`config.mk`:
```
export PLATFORM = sky130hd
export DESIGN_NAME = if_fetch_unit
export DESIGN_NICKNAME = d
export VERILOG_FILES = /design/src/rtl/if_fetch_unit.sv
export SDC_FILE = /design/constraint.sdc
export NUM_CORES = 1
export LEC_CHECK = 0
export ABC_AREA = 1
export CAP_MARGIN = 20
export CORE_MARGIN = 2
export CORE_UTILIZATION = 49
export CTS_BUF_LIST = sky130_fd_sc_hd__clkbuf_8 sky130_fd_sc_hd__clkbuf_16
export DETAILED_ROUTE_END_ITERATION = 10
export PLACE_DENSITY = 0.77
export SLEW_MARGIN = 15
export SYNTH_ARGS = -nofsm -noshare
export SYNTH_HDL_FRONTEND = slang
export SYNTH_SLANG_ARGS = --single-unit
```
`constraint.sdc`:
```
create_clock -name clk -period 2.05 [get_ports clk]
set_input_delay 0.205 -clock clk [delete_from_list [all_inputs] [get_ports clk]]
set_output_delay 0.205 -clock clk [all_outputs]
set_load 0.02 [all_outputs]
```
`src/rtl/if_fetch_unit.sv`:
```
// Instruction-fetch stage: owns the PC, handshakes with a variable-latency
// instruction memory and presents one instruction at a time to IF/ID.
module if_fetch_unit #(
  parameter logic [31:0] RESET_PC   = 32'h0000_0000,
  parameter logic [31:0] EXC_VECTOR = 32'h8000_0180
) (
  input  logic        clk,
  input  logic        reset,
  input  logic        stall,
  input  logic        redirect_en,
  input  logic [31:0] redirect_target,
  input  logic        exception,
  output logic        imem_req,
  output logic [31:0] imem_addr,
  input  logic        imem_ack,
  input  logic [31:0] imem_rdata,
  output logic [31:0] pc_out,
  output logic [31:0] pc_plus_4,
  output logic [31:0] instruction,
  output logic        instr_valid
);

  typedef enum logic [1:0] {
    FETCH   = 2'd0,
    READY   = 2'd1,
    DISCARD = 2'd2
  } state_t;

  state_t      state;
  logic [31:0] pc;
  logic        evt;
  logic [31:0] evt_pc;

  function automatic logic [31:0] align_word(input logic [31:0] a);
    return a & ~32'h0000_0003;
  endfunction

  function automatic logic [31:0] next_seq(input logic [31:0] a);
    return a + 32'd4;
  endfunction

  assign evt    = exception | redirect_en;
  assign evt_pc = exception ? EXC_VECTOR : align_word(redirect_target);

  always_ff @(posedge clk) begin
    if (reset) begin
      state       <= FETCH;
      pc          <= RESET_PC;
      imem_req    <= 1'b0;
      imem_addr   <= 32'h0;
      instr_valid <= 1'b0;
      instruction <= 32'h0;
      pc_out      <= 32'h0;
      pc_plus_4   <= 32'h0;
    end else begin
      case (state)
        FETCH: begin
          if (!imem_req) begin
            // No request outstanding: a redirect just moves the PC; otherwise issue.
            if (evt) begin
              pc <= evt_pc;
            end else begin
              imem_req  <= 1'b1;
              imem_addr <= pc;
            end
          end else if (imem_ack) begin
            imem_req <= 1'b0;
            if (evt) begin
              pc          <= evt_pc;
              instr_valid <= 1'b0;
            end else begin
              instruction <= imem_rdata;
              pc_out      <= pc;
              pc_plus_4   <= next_seq(pc);
              instr_valid <= 1'b1;
              state       <= READY;
            end
          end else if (evt) begin
            pc    <= evt_pc;
            state <= DISCARD;
          end
        end
        READY: begin
          if (evt) begin
            pc          <= evt_pc;
            instr_valid <= 1'b0;
            state       <= FETCH;
          end else if (!stall) begin
            pc          <= next_seq(pc);
            instr_valid <= 1'b0;
            state       <= FETCH;
          end
        end
        DISCARD: begin
          // Stale request keeps its address until the memory answers; the data is dropped.
          if (evt) pc <= evt_pc;
          if (imem_ack) begin
            imem_addr <= evt ? evt_pc : pc;
            state     <= FETCH;
          end
        end
        default: begin
          state    <= FETCH;
          imem_req <= 1'b0;
        end
      endcase
    end
  end

endmodule

```
==> impl_results.md <==
* Status: complete, no violations
* Post-Route Setup TNS at 0 ns
* Crit path DAT at 2.28 ns
* DRT iter0 DRCs at 827
* CP cell instances: inv_1 > ha_2 > nor2_4 > buf_4 > nor2_2 > inv_1 > nand2_2 > nand2_1 > inv_1 > o21ai_0 > inv_1
* Largest net degree at the start of global routing at 105
* Clock Tree Buf Depth at 2
* TritonCTS buffer count at 17
* Initial antenna violation count at 0
* Global route total overflow at 0
* Flip-flop and latch count after synthesis at 162
* ANT cells at 0
* DR WL/cell at about 16 um
* Crit-path slowest cell: dfxtp_1
* Overall die width at 128 um
* Site Rows at 45
* Peak supply drop at approximately 0.5 mV
* CP dominant cell by count: inv_1
* Ports at 200
* Mapped Cells at 1072
* Post-synth EDFFs at 0
* Hold WS at roughly 0.35 ns
* Max FO, Critical Path at 13
* Clock insertion delay at the later pin of the skew report at roughly 0.44 ns
* Final critical-path required period at 1.90 ns
* CP peak stage delay at 0.35 ns
* Die Ht at 128 um
* Netlist Area Pre-Place at 0.00752 mm^2
* Core Area at 0.0151 mm^2
* Kind of critical path: flip-flop to flip-flop
* PortBufs at 197
* Critical Path RT at 2.43 ns
* Mapped Nets at between 1000 and 1500
* Number of setup violations in the final report at 0
* Leakage at 4.36 nW
* Max-slew violations at 0
* Share of cells above drive strength 1 at 0.0755
* Die area at 0.0163 mm^2
* Post-synth ARST share at 0
* Gr usage total at 0.288
* Vias per inst at between 5 and 6
* Top FF cell, synth: dfxtp_1
* GP Congestion at 0.909
* Max-Cap Viols at 0
* Util after Layout at 0.691
* Total wire length at 23700 um
* CTS root buf: clkbuf_16
* Final Cycle Share at 0.927
* Final HPWL DP at 16600 um
* Vias in the first global route at 7125
* Sink count of the clock tree at ~160
* CP startpoint kind: flip-flop
* Final ANT Viol Nets at 0
* Layout Skew at between 0.01 and 0.015 ns
* First-pass GRT wire length at between 30000 and 40000 um
* CP Capture Type: flip-flop
* Slew HR at 0.708
* Worst Max-Slew Pin Slew at 0.438 ns
* Drt drc at 0
* Worst-path clk slew at 0.07 ns
* Seq/Total Area, Yosys at 0.431
* Syn. warnings at 0
* Pwr Density at 764 mW/mm^2
* Area delta synth->final at 38.7%
* Starting Density at 0.498
* Final Power at roughly 8.0 mW
* Final worst setup slack at between 0.15 and 0.2 ns
* Routed vias at 7733
* Final Hold Viols at 0
* Hold Path Class: input pin to flip-flop
* # H-tree levels at 4
* First-pass detailed-route iteration total at 6
* RSZ-0062 raised after global routing: no
* Final net count at 1335
* Syn avg cell area at 7.01 um^2
* Max Freq at 526 MHz
* Pre-CTS setup slack at -0.00643 ns
* Synth unique cells at 38
* TritonCTS clock tree: built
==> metrics by stage <==
stage | instances | cell area, um^2
3_5_place_dp | 1427 | 9800
6_report | 1459 | 10400
4_1_cts | 1457 | 10400
2_1_floorplan | 1072 | 7520
3_3_place_gp | 1427 | 9800
5_1_grt | 1459 | 10400
==> state kept, by name (all words and copies together), names as in the netlist <==
signal	cells
imem_req	1
instruction	32
pc	32
pc_out	32
instr_valid	1
imem_addr	32
state	2
pc_plus_4	30
==> final timing paths <==
| check | end | slack (ns) | depth (start not counted) | startpoint |
|---|---|---|---|---|
| hold / removal | instruction[3]$_SDFFE_PP0P_ | 0.35 | 3 | imem_rdata[3] |
| setup reg to reg | pc[3]$_SDFFE_PP0P_ | 0.15 | 11 | state[1]$_SDFFE_PP0P_ |
| hold reg to reg | pc_out[2]$_SDFFE_PP0P_ | 0.48 | 2 | pc_out[2]$_SDFFE_PP0P_ |
| setup / recovery | pc[3]$_SDFFE_PP0P_ | 0.15 | 11 | state[1]$_SDFFE_PP0P_ |
==> power breakdown <==
part           leakage [nW]  total [mW]  switching, mW  internal (mW)
registers              1.32        3.46          0.154           3.31
clock network         0.286        3.21           1.30           1.92
logic                  2.75        1.29          0.728          0.560
==> synth_stat cells, types with 2 or more instances <==
cell type / number / area, um^2
dfxtp_1: 162 / 3240
o21a_1: 2 / 15.0
buf_2: 23 / 115
clkbuf_1: 29 / 109
nand3_1: 29 / 145
a211oi_1: 6 / 45.0
buf_1: 2 / 7.51
a22oi_1: 10 / 75.1
nand2_1: 192 / 721
clkbuf_2: 4 / 20.0
nor3_1: 10 / 50.1
nand2_2: 3 / 18.8
o211ai_1: 8 / 60.1
buf_6: 3 / 33.8
inv_1: 94 / 353
inv_2: 3 / 11.3
buf_4: 9 / 67.6
xor2_1: 8 / 70.1
o21ai_0: 133 / 666
nor2_2: 4 / 25.0
o21bai_1: 17 / 128
a21oi_1: 96 / 480
a21o_1: 2 / 15.0
o21ai_1: 18 / 90.1
nand3b_1: 7 / 52.6
ha_1: 5 / 62.6
nor2_4: 6 / 67.6
nand4_1: 2 / 12.5
nor2_1: 170 / 638
a31oi_1: 7 / 43.8
==> area by class of cell <==
cell class              count  area [um^2]
clock buffers              18          439
clock inverters            12          144
fillers                  1260         4660
inverters                  98          369
multi-input cells         742         3580
flip-flops and latches    162         3240
well taps                 188          235
repair buffers            239         2420
==> routing by layer <==
| metal | up-vias | track usage | share of wire |
|---|---|---|---|
| met5 | - | 0 | 0 |
| met4 | 0 | 0.101 | 0.021 |
| met3 | 30 | 0.0864 | 0.091 |
| met2 | 335 | 0.442 | 0.45 |
| met1 | 3513 | 0.386 | 0.44 |
| li1 | 3855 | - | - |
==> cell families after synthesis <==
family | synth area share
xor+xnor | 0.0127
simple gates | 0.233
buf+inv | 0.0959
fa+ha+maj | 0.00832
compound gates | 0.219
flops | 0.431
==> repair_timing <==
| item | in CTS | in global routing |
|---|---|---|
| setup endpoints to repair | 0 | 97 |
| gates resized for setup | 0 | 5 |
| setup buffers | 0 | 1 |
| hold endpoints to repair | 0 | 0 |
| hold buffers | 0 | 0 |
==> cells in the final DEF (no fill, tap or decap), drive strengths merged, types with 17 or more instances in the layout <==
| cell | Yosys | routed |
|---|---|---|
| clkdlybuf4s50 | 0 | 197 |
| nand2 | 196 | 196 |
| nor2 | 180 | 180 |
| dfxtp | 162 | 162 |
| o21ai | 151 | 151 |
| inv | 97 | 99 |
| a21oi | 97 | 97 |
| buf | 37 | 41 |
| nand3 | 29 | 29 |
| clkbuf | 33 | 19 |
| o21bai | 17 | 17 |
==> worst max-delay path, delay by kind of cell (launching register included) <==
family,cells,cell delay (ns)
compound gates,1,0.07
flops,1,0.35
fa+ha+maj,1,0.28
buf+inv,5,0.51
simple gates,4,0.64
No activity file was read; power rests on OpenSTA's default activity.
